$ cat src/rtl/game_state_ctrl.sv
// Game sequencer: MENU/PLAYING/DEAD/WIN state, lives, level, respawn and game-over pulses.
// Define GAME_TIMER_EN to enable the per-life countdown and timeout death.
module game_state_ctrl #(
   parameter int START_LIVES    = 3,
   parameter int MAX_LEVEL      = 9,
   parameter int TIME_LIMIT     = 60,
   parameter int FRAMES_PER_SEC = 60,
   parameter int DEAD_FRAMES    = 90,
   parameter int WIN_FRAMES     = 120,
   parameter int GUARD_CYCLES   = 2
) (
   input  logic       clk,
   input  logic       reset,
   input  logic       start_btn,
   input  logic       frame_tick,
   input  logic       collision,
   input  logic       reached_end,
   output logic [1:0] state,
   output logic [2:0] lives,
   output logic [3:0] level,
   output logic [6:0] time_left,
   output logic       frog_respawn,
   output logic       game_over
);
   localparam logic [1:0] S_MENU = 2'd0;
   localparam logic [1:0] S_PLAY = 2'd1;
   localparam logic [1:0] S_DEAD = 2'd2;
   localparam logic [1:0] S_WIN  = 2'd3;

   localparam int DWELL_MAX = (DEAD_FRAMES > WIN_FRAMES) ? DEAD_FRAMES : WIN_FRAMES;
   localparam int DW = $clog2(DWELL_MAX + 1);
   localparam int GW = $clog2(GUARD_CYCLES + 2);

   localparam logic [2:0]    LIVES_INIT = 3'(START_LIVES);
   localparam logic [3:0]    LEVEL_MAX  = 4'(MAX_LEVEL);
   localparam logic [6:0]    TIME_INIT  = 7'(TIME_LIMIT);
   localparam logic [DW-1:0] DEAD_INIT  = DW'(DEAD_FRAMES);
   localparam logic [DW-1:0] WIN_INIT   = DW'(WIN_FRAMES);
   localparam logic [GW-1:0] GUARD_INIT = GW'(GUARD_CYCLES);

   logic [1:0]    state_q, state_d;
   logic [2:0]    lives_q, lives_d;
   logic [3:0]    level_q, level_d;
   logic [DW-1:0] dwell_q, dwell_d;
   logic [GW-1:0] guard_q, guard_d;
   logic          respawn_q, respawn_d;
   logic          over_q, over_d;
   logic          start_q;
   logic          start_rise, hit, goal, timeout, enter_play;

`ifdef GAME_TIMER_EN
   localparam int FW = (FRAMES_PER_SEC > 1) ? $clog2(FRAMES_PER_SEC) : 1;
   localparam logic [FW-1:0] FRAME_LAST = FW'(FRAMES_PER_SEC - 1);

   logic [6:0]    time_q, time_d;
   logic [FW-1:0] frame_q, frame_d;

   // time_left sits at 0 for one cycle before the timeout takes effect
   assign timeout   = (time_q == 7'd0);
   assign time_left = time_q;
`else
   assign timeout   = 1'b0;
   assign time_left = TIME_INIT;
`endif

   assign start_rise = start_btn & ~start_q;
   assign hit        = (guard_q == '0) & collision;
   assign goal       = (guard_q == '0) & reached_end;

   always_comb begin
      state_d    = state_q;
      lives_d    = lives_q;
      level_d    = level_q;
      dwell_d    = dwell_q;
      guard_d    = guard_q;
      respawn_d  = 1'b0;
      over_d     = 1'b0;
      enter_play = 1'b0;
`ifdef GAME_TIMER_EN
      time_d     = time_q;
      frame_d    = frame_q;
`endif
      case (state_q)
         S_MENU: begin
            if (start_rise) begin
               lives_d    = LIVES_INIT;
               level_d    = 4'd0;
               enter_play = 1'b1;
            end
         end
         S_PLAY: begin
            if (guard_q != '0) guard_d = guard_q - GW'(1);
            if (hit || (timeout && !goal)) begin
               state_d = S_DEAD;
               lives_d = (lives_q != 3'd0) ? lives_q - 3'd1 : 3'd0;
               dwell_d = DEAD_INIT;
            end else if (goal) begin
               state_d = S_WIN;
               level_d = (level_q >= LEVEL_MAX) ? level_q : level_q + 4'd1;
               dwell_d = WIN_INIT;
            end
`ifdef GAME_TIMER_EN
            else if (frame_tick) begin
               if (frame_q == FRAME_LAST) begin
                  frame_d = '0;
                  time_d  = time_q - 7'd1;
               end else begin
                  frame_d = frame_q + FW'(1);
               end
            end
`endif
         end
         default: begin
            if (frame_tick) begin
               if (dwell_q > DW'(1)) begin
                  dwell_d = dwell_q - DW'(1);
               end else begin
                  dwell_d = '0;
                  if (state_q == S_DEAD && lives_q == 3'd0) begin
                     state_d = S_MENU;
                     over_d  = 1'b1;
                  end else begin
                     enter_play = 1'b1;
                  end
               end
            end
         end
      endcase
      // every entry into PLAYING restarts the life
      if (enter_play) begin
         state_d   = S_PLAY;
         respawn_d = 1'b1;
         guard_d   = GUARD_INIT;
`ifdef GAME_TIMER_EN
         time_d    = TIME_INIT;
         frame_d   = '0;
`endif
      end
   end

   always_ff @(posedge clk) begin
      if (reset) begin
         state_q   <= S_MENU;
         lives_q   <= LIVES_INIT;
         level_q   <= 4'd0;
         dwell_q   <= '0;
         guard_q   <= '0;
         respawn_q <= 1'b0;
         over_q    <= 1'b0;
         start_q   <= 1'b0;
`ifdef GAME_TIMER_EN
         time_q    <= TIME_INIT;
         frame_q   <= '0;
`endif
      end else begin
         state_q   <= state_d;
         lives_q   <= lives_d;
         level_q   <= level_d;
         dwell_q   <= dwell_d;
         guard_q   <= guard_d;
         respawn_q <= respawn_d;
         over_q    <= over_d;
         start_q   <= start_btn;
`ifdef GAME_TIMER_EN
         time_q    <= time_d;
         frame_q   <= frame_d;
`endif
      end
   end

   assign state        = state_q;
   assign lives        = lives_q;
   assign level        = level_q;
   assign frog_respawn = respawn_q;
   assign game_over    = over_q;

endmodule
$ cat config.mk
export PLATFORM = sky130hd
export DESIGN_NAME = game_state_ctrl
export DESIGN_NICKNAME = d
export VERILOG_FILES = /design/src/rtl/game_state_ctrl.sv
export SDC_FILE = /design/constraint.sdc
export NUM_CORES = 1
export LEC_CHECK = 0
export BUFFER_PORTS_ARGS = -buffer_cell sky130_fd_sc_hd__buf_2
export CORE_ASPECT_RATIO = 0.75
export CORE_UTILIZATION = 40
export DETAILED_ROUTE_END_ITERATION = 6
export REMOVE_ABC_BUFFERS = 1
export SLEW_MARGIN = 20
export SYNTH_ARGS = -nofsm -noshare
export SYNTH_HDL_FRONTEND = slang
export SYNTH_SLANG_ARGS = --single-unit
$ cat constraint.sdc
create_clock -name clk -period 2.6 [get_ports clk]
set_clock_uncertainty 0.1 [all_clocks]
set_input_delay 0 -clock clk [delete_from_list [all_inputs] [get_ports clk]]
set_output_delay 0 -clock clk [all_outputs]
set_load 0.05 [all_outputs]
==> results of run 1 <==
cells in the final DEF (no fill, tap or decap), types with 2 or more instances in the layout:
cell type      instances
nand2_1                8
a21oi_1               12
nand2b_1               2
dfxtp_1               21
dlygate4sd3_1          2
mux2i_1                4
nor2b_1                2
ha_1                   5
o21ai_0                7
nor2_1                18
o211ai_1               2
a31oi_1                2
conb_1                 7
inv_1                  7
nand3_1                4
nor3b_1                7
clkbuf_8               3
or3_1                  2
buf_2                 16
nor4_1                 2
sequential cells by signal, summed over array words and instances (netlist names):
signal	flops
dwell_q	7
level	4
lives	3
guard_q	2
state	2
frog_respawn	1
game_over	1
start_q	1
critical path: cells and delay by family (launching register included):
kind	cells	cell delay (ns)
adder cells (fa/ha/maj)	1	0.17
flip-flops	1	0.39
AND/OR/NAND/NOR	2	0.50
buffers and inverters	1	0.08
AO/OA/AOI/OAI	2	0.49
power by group:
part | leakage, nW | switching [mW] | internal, mW
Clock | 0.0228 | 0.104 | 0.109
Combinational | 0.339 | 0.146 | 0.0712
Sequential | 0.171 | 0.0300 | 0.343
Total | 0.532 | 0.280 | 0.524
cells in the mapped netlist, types with 2 or more instances:
cell / number
or3_1: 2
mux2i_1: 4
nand2b_1: 2
nor2_1: 18
a31oi_1: 2
inv_1: 7
a21oi_1: 12
nand3_1: 4
dfxtp_1: 21
buf_4: 7
conb_1: 2
nand2_1: 8
nor4_1: 2
nor3b_1: 7
o21ai_0: 7
o211ai_1: 2
buf_6: 2
ha_1: 5
nor2b_1: 2
through the flow:
stage / worst slack [ns] / std cells
CTS: 0.826 / 191
detailed placement: 0.827 / 185
global route: 0.612 / 191
global placement: 0.830 / 185
finish: 0.801 / 191
floorplan: 0.707 / 133
how the worst max path moves through the flow:
stage	startpoint	to	depth (start not counted)
after CTS	dwell_q[0]$_SDFFE_PP0P_	dwell_q[6]$_SDFFE_PP0P_	6
after global placement	dwell_q[1]$_SDFFE_PP0P_	guard_q[0]$_SDFFE_PP0P_	6
after global routing	dwell_q[0]$_SDFFE_PP0P_	dwell_q[6]$_SDFFE_PP0P_	6
after detailed placement	dwell_q[1]$_SDFFE_PP0P_	guard_q[0]$_SDFFE_PP0P_	6
final	dwell_q[1]$_SDFFE_PP0P_	guard_q[0]$_SDFFE_PP0P_	6
after floorplan	state[0]$_SDFFE_PP0P_	dwell_q[0]$_SDFFE_PP0P_	4
metal layers:
| layer | global-route usage (%) | up-vias |
|---|---|---|
| met5 | 0 | - |
| met4 | 3.33 | 0 |
| met3 | 5.84 | 4 |
| met2 | 25.5 | 39 |
| met1 | 25.7 | 462 |
| li1 | - | 518 |
layout make-up:
cell class              count  area [um2]  share of cell area [%]
multi-input cells         104         669                    51.1
inverters                   8        30.0                    2.29
clock buffers               4        45.0                    3.44
flip-flops and latches     21         420                    32.1
well taps                  36        45.0                    3.44
repair buffers             18         100                    7.64
logic make-up after synthesis:
kind of cell    Yosys count
simple gates             52
compound gates           36
flops                    21
buf+inv                  18
fa+ha+maj                 5
mux                       4
other cells               2
==> metrics.yaml, run 1 <==
setup_path:
  worstPathCellList: "inv_1 > ha_1 > o21bai_1 > and4b_1 > a21oi_1 > nor3b_1"
  rr_endpoint: "guard_q[0]$_SDFFE_PP0P_"
  crit_type: "flip-flop to flip-flop"
  crit_fanout: 5
  slowest_delay_ns: 0.39
  rrSetupSlack_ns: 0.80
  arrival_ns: 1.88
  crit_slowest_cell: "dfxtp_1"
  r2r_start: "dwell_q[1]$_SDFFE_PP0P_"
  cp.required_ns: 2.68
  critPathLaunchType: "flip-flop"
  cp-end-kind: "flip-flop"
  r2r_cells: 6
sta:
  fin_tns_setup_ns: 0
  tightestPinTransition_ns: 0.582
  fmax_ghz: 0.556
  hold-worst-slack_ns: 0.0509
  min_period_over_period_pct: 69.2
  finalMaxSlewViolations: 0
  relSlewSlack_pct: 61.1
  finalSetupViolCount: 0
  fin_crit_ns: 1.80
  rsz0062_at_grt: "false"
  hold_viol: 0
die:
  ios: 24
  dieWidth_um: 64.7
  die_h_um: 49.0
  initial_utilization_pct: 43.7
  core_area_um2: 2700
  rows: 16
  die_area_um2: 3170
power_and_ir_drop:
  power.total_mw: 0.804
  p_per_area_nw_per_um2: 614
  irDropWorstVdd_mv: 0.349
  p_leak_nw: 0.532
global_routing:
  grt_overflow: 0
  grt_pass1_wl_um: 4310
  grt_pass1_vias: 866
  grt_use_total_pct: 17.8
  grt_max_degree: 15
  antenna_found_initial: 0
final_layout:
  post-route-util_pct: 48.5
  syn_to_final_growth_pct: 11.0
  nets: 167
  final_area_um2: 1310
  nFillCells: 272
  drive_above_1_share_pct: 15.5
  diodes: 0
synth:
  ys_seq_area_share_pct: 35.6
  ys_async_sr_fraction_pct: 0
  synth_xor_area_share_pct: 0
  syn_inst: 138
  synthFlopType: "dfxtp_1"
  synth_enable_flop_cells: 0
  synthesis.area_um2: 1180
  syn_avg_cell_area_um2: 8.55
  yosys-top-cells-area: "dfxtp_1 (36%), nor2_1 (5.7%), ha_1 (5.3%)"
  synth-seq-cells: 21
  synth_compound_area_share_pct: 20.7
  synth_top_family_by_area: "simple AND/OR/NAND/NOR gates"
  synth_top_area_share_pct: 35.6
  synth-simple-area-share_pct: 25.1
  yosysTopAreaCell: "dfxtp_1"
  synth.distinct_cells: 41
  muxShareOfSynthArea_pct: 3.39
  synthAdderAreaFrac_pct: 5.30
  yosys_warnings: 0
clock_network:
  cts_buffer_depth: 2
  htreeDepth: 1
  clk_pin_slew_ns: 0.07
  post_cts_resized: 0
  post_cts_buffers: 0
  cts_tree: "built"
  cts_root_buffer: "clkbuf_8"
  clock_latency_ns: 0.26
  cts_buffers: 3
  cts_num_sinks: 21
  cts_hold_buf: 2
min_path:
  hold_depth: 3
  hold_path.class: "input port to flip-flop"
  hp-start: "reached_end"
  min_to: "dwell_q[3]$_SDFFE_PP0P_"
detailed_routing:
  wirelength_um: 2530
  ant_nets: 0
  wl_met1_um: 1260
  wl_per_cell_um: 13.2
  top_layer: "met4"
  first_iter_violations: 59
  drc_errors: 0
  wl_met3_um: 187
  dr.pass1.iters: 4
  route.vias.total: 1023
  met2_wirelength_um: 1060
  avgViaCountPerCell: 5.36
outcome:
  status: "completed"
placed_design:
  place_area_um2: 1240
  hpwl_um: 1890
  gp_congestion: 0.808
  portBuffers: 16
run:
  max_cap_violations: 0
No activity file was read; power rests on OpenSTA's default activity.
==> run 2: changes to the inputs <==
Clock period 2.6 ns to 1.8 ns, I/O delays scaled along.
==> metrics.yaml, run 2 (synthesis results as in run 1) <==
final_layout:
  drive_above_1_share_pct: 22.0
  final_cell_mix: "dfxtp_1 (20), nor2_1 (18), buf_2 (16)"
  mostFrequentLayoutCell: "dfxtp_1"
  finalNonFillerCells: 200
  largest_reg_flops: 7
  syn_to_final_growth_pct: 17.3
  nets: 176
  post-route-util_pct: 51.2
  final_area_um2: 1380
  diodes: 0
  largest-register: "dwell_q"
setup_path:
  rrSetupSlack_ns: 0.14
  worstSetupEndpoint: "level[0]$_SDFFE_PP0P_"
  r2r_start: "level[1]$_SDFFE_PP0P_"
  critPathLaunchType: "flip-flop"
  cp-end-kind: "flip-flop"
  crit_fanout: 5
  worstPathCellList: "inv_1 > ha_1 > nor3b_1 > o211ai_1 > a21oi_2 > mux2i_1"
  crit_slowest_cell: "dfxtp_1"
  cp.depth: 6
  cp.required_ns: 1.89
  r2r_cells: 6
  cp_top_family: "compound AO/OA/AOI/OAI gates"
  arrival_ns: 1.75
  rr_endpoint: "level[0]$_SDFFE_PP0P_"
  crit_type: "flip-flop to flip-flop"
  cp-startpoint: "level[1]$_SDFFE_PP0P_"
  cp_num_buf_inv: 1
  slowest_delay_ns: 0.40
die:
  die_h_um: 49.0
  initial_utilization_pct: 43.7
  core_area_um2: 2700
  dieWidth_um: 64.7
  die_area_um2: 3170
  rows: 16
  ios: 24
clock_network:
  cts_tree: "built"
  htreeDepth: 1
  cts_buffers: 3
  post_cts_buffers: 0
  cts_root_buffer: "clkbuf_8"
  cts_buffer_depth: 2
  clock_latency_ns: 0.26
  clk_pin_slew_ns: 0.08
  cts_num_sinks: 21
detailed_routing:
  first_iter_violations: 45
  wirelength_um: 2480
  route.vias.total: 1031
  dr.pass1.iters: 4
  drc_errors: 0
  ant_nets: 0
  wl_per_cell_um: 12.4
  avgViaCountPerCell: 5.16
sta:
  fin_crit_ns: 1.66
  fmax_ghz: 0.601
  fin_tns_setup_ns: 0
  finalMaxSlewViolations: 0
  min_period_over_period_pct: 92.5
  finalSetupViolCount: 0
  hold_viol: 0
  rsz0062_at_grt: "false"
placed_design:
  placedCellCount: 194
  portBuffers: 16
  gp_congestion: 0.888
  place_area_um2: 1310
  hpwl_um: 1910
global_routing:
  grt_overflow: 0
  antenna_found_initial: 0
  grt_max_degree: 15
  met1_usage_pct: 26.2
  grt_pass1_vias: 906
  met3_usage_pct: 4.44
  grt_pass1_wl_um: 4230
  grt_use_total_pct: 17.3
  busiest_layer: "met1"
  use_met2_pct: 23.1
power_and_ir_drop:
  p_per_area_nw_per_um2: 869
  irDropWorstVdd_mv: 0.439
  p_leak_nw: 0.579
min_path:
  hold_path.class: "input port to flip-flop"
outcome:
  status: "completed"
run:
  max_cap_violations: 0
[run 2: area by class of cell]
cell class | instances | area [um2]
Multi-Input combinational cell | 104 | 673
Sequential cell | 21 | 422
Clock inverter | 1 | 5.00
Timing Repair Buffer | 27 | 168
Clock buffer | 3 | 41.3
Fill cell | 270 | 1320
Tap cell | 36 | 45.0
Inverter | 8 | 30.0
[run 2: worst min-delay path, stage by stage]
cell	delay, ns
buf_2	0.10
o21ai_0	0.14
a21oi_1	0.15
[run 2: what timing repair did]
| action | in CTS | in global routing |
|---|---|---|
| endpoints found under the setup margin | 0 | 4 |
| hold buffers | 2 | 0 |
| gates resized for setup | 0 | 2 |
| endpoints found under the hold margin | 2 | 0 |
[run 2: how the worst min path moves through the flow]
| stage | start | endpoint | slack (ns) | cells after the start |
|---|---|---|---|---|
| after floorplan | reset | state[1]$_SDFFE_PP0P_ | -0.03 | 1 |
| after global placement | start_btn | start_q$_SDFF_PP0_ | 0.14 | 2 |
| after global routing | reached_end | dwell_q[3]$_SDFFE_PP0P_ | 0.08 | 3 |
| after CTS | reached_end | dwell_q[3]$_SDFFE_PP0P_ | 0.07 | 3 |
| final | reached_end | dwell_q[3]$_SDFFE_PP0P_ | 0.07 | 3 |
| after detailed placement | start_btn | start_q$_SDFF_PP0_ | 0.14 | 2 |
[run 2: metal layers]
layer / share of wire, % / routed length (um) / vias to the layer above
met5: 0 / 0 / -
li1: - / - / 528
met1: 53 / 1330 / 462
met4: 0.44 / 11 / 0
met3: 5.8 / 143 / 2
met2: 40 / 999 / 39
[run 2: where the power goes]
group	switching [mW]	internal, mW	leakage [nW]
sequential	0.0443	0.497	0.172
combinational	0.217	0.138	0.382
clock	0.153	0.154	0.0255
total	0.414	0.789	0.579
[run 2: per-stage QoR]
step	setup slack [ns]	total power, mW	hold slack (ns)
floorplan	-0.0934	0.784	-0.0311
global placement	0.146	0.894	0.135
detailed placement	0.0235	0.896	0.138
CTS	0.0301	1.21	0.0669
global route	0.0143	1.27	0.0770
finish	0.135	1.20	0.0713
==> run 3: changes to the inputs <==
Settings changed: SETUP_SLACK_MARGIN set to 0.2.
==> metrics.yaml, run 3 (synthesis results as in run 1) <==
outcome:
  status: "completed"
detailed_routing:
  route.vias.total: 1040
  avgViaCountPerCell: 5.10
  drc_errors: 0
  first_iter_violations: 41
  wirelength_um: 2610
  dr.pass1.iters: 4
  wl_per_cell_um: 12.8
  ant_nets: 0
global_routing:
  antenna_found_initial: 0
  grt_pass1_wl_um: 4240
  grt_max_degree: 15
  grt_pass1_vias: 911
  grt_overflow: 0
  grt_use_total_pct: 17.3
die:
  core_area_um2: 2700
  ios: 24
  rows: 16
  die_h_um: 49.0
  dieWidth_um: 64.7
  initial_utilization_pct: 43.7
  die_area_um2: 3170
sta:
  hold_viol: 0
  finalSetupViolCount: 0
  finalMaxSlewViolations: 0
  fmax_ghz: 0.640
  fin_tns_setup_ns: 0
  rsz0062_at_grt: "true"
  min_period_over_period_pct: 86.9
  fin_crit_ns: 1.56
clock_network:
  htreeDepth: 1
  cts_buffer_depth: 2
  cts_root_buffer: "clkbuf_8"
  cts_num_sinks: 21
  clk_pin_slew_ns: 0.08
  cts_buffers: 3
  cts_tree: "built"
  clock_latency_ns: 0.26
final_layout:
  largest-register: "dwell_q"
  mostFrequentLayoutCell: "nor2_1"
  diodes: 0
  post-route-util_pct: 55.1
  finalNonFillerCells: 204
  nFillCells: 255
  final_cell_mix: "nor2_1 (18), buf_2 (16), dfxtp_1 (15)"
  nets: 180
  final_area_um2: 1490
  syn_to_final_growth_pct: 26.2
  largest_reg_flops: 7
  drive_above_1_share_pct: 32.7
placed_design:
  place_area_um2: 1310
  placedCellCount: 194
  portBuffers: 16
  gp_congestion: 0.888
  hpwl_um: 1910
setup_path:
  critPathLaunchType: "flip-flop"
  arrival_ns: 1.66
  crit_fanout: 5
  cp.required_ns: 1.89
  cp-end-kind: "flip-flop"
  crit_type: "flip-flop to flip-flop"
power_and_ir_drop:
  power.total_mw: 1.24
  irDropWorstVdd_mv: 0.447
  p_per_area_nw_per_um2: 833
  p_leak_nw: 0.620
min_path:
  hold_path.class: "input port to flip-flop"
run:
  max_cap_violations: 0
run 3: cell count changes in the layout (fill, tap and decap cells not counted), sizes merged:
cell,before,now
buf,25,29
run 3: power breakdown:
part           internal, mW  switching [mW]
sequential            0.495          0.0468
combinational         0.163           0.227
clock                 0.154           0.153
total                 0.813           0.427
run 3: critical path: stages (launching register included):
cell and delay, ns:
dfxtp_1 0.37, or4_1 0.56, nor4_1 0.21, o21ai_1 0.12, a21oi_1 0.13
run 3: per-stage QoR:
step	hold WS [ns]	worst slack [ns]
6_report	0.00759	0.237
5_1_grt	0.0117	0.160
4_1_cts	0.00190	0.198
3_5_place_dp	0.138	0.0235
3_3_place_gp	0.135	0.146
2_1_floorplan	-0.0311	-0.0934
run 3: worst paths after layout:
kind                            slack, ns                       to                     from  depth (start not counted)
worst max-delay path                 0.24  dwell_q[5]$_SDFFE_PP0P_  dwell_q[3]$_SDFFE_PP0P_                          4
worst min-delay path                0.008  dwell_q[3]$_SDFFE_PP0P_              reached_end                          3
worst max register to register       0.24  dwell_q[5]$_SDFFE_PP0P_  dwell_q[3]$_SDFFE_PP0P_                          4
worst min register to register       0.42    level[1]$_SDFFE_PP0P_    level[1]$_SDFFE_PP0P_                          2
run 3: area by class of cell:
| type | count | area [um2] | share of cell area [%] |
|---|---|---|---|
| Multi-Input combinational cell | 104 | 728 | 48.9 |
| Sequential cell | 21 | 438 | 29.4 |
| Timing Repair Buffer | 31 | 201 | 13.5 |
| Tap cell | 36 | 45.0 | 3.03 |
| Clock buffer | 3 | 41.3 | 2.77 |
| Inverter | 8 | 30.0 | 2.02 |
| Clock inverter | 1 | 5.00 | 0.336 |
run 3: routing by layer:
| metal | vias to the layer above | global-route usage [%] | wire length [um] |
|---|---|---|---|
| met3 | 2 | 4.44 | 83 |
| met4 | 0 | 5.56 | 11 |
| met1 | 478 | 26.2 | 1400 |
| met2 | 20 | 23.3 | 1120 |
| met5 | - | 0 | 0 |
| li1 | 540 | - | - |
run 3: timing repair:
action,4_1_cts,5_1_grt
endpoints found under the setup margin,10,14
gates resized for setup,9,18
setup buffers,1,3
endpoints found under the hold margin,2,0
cloned,0,0
hold buffers,2,0
pin swaps,2,7
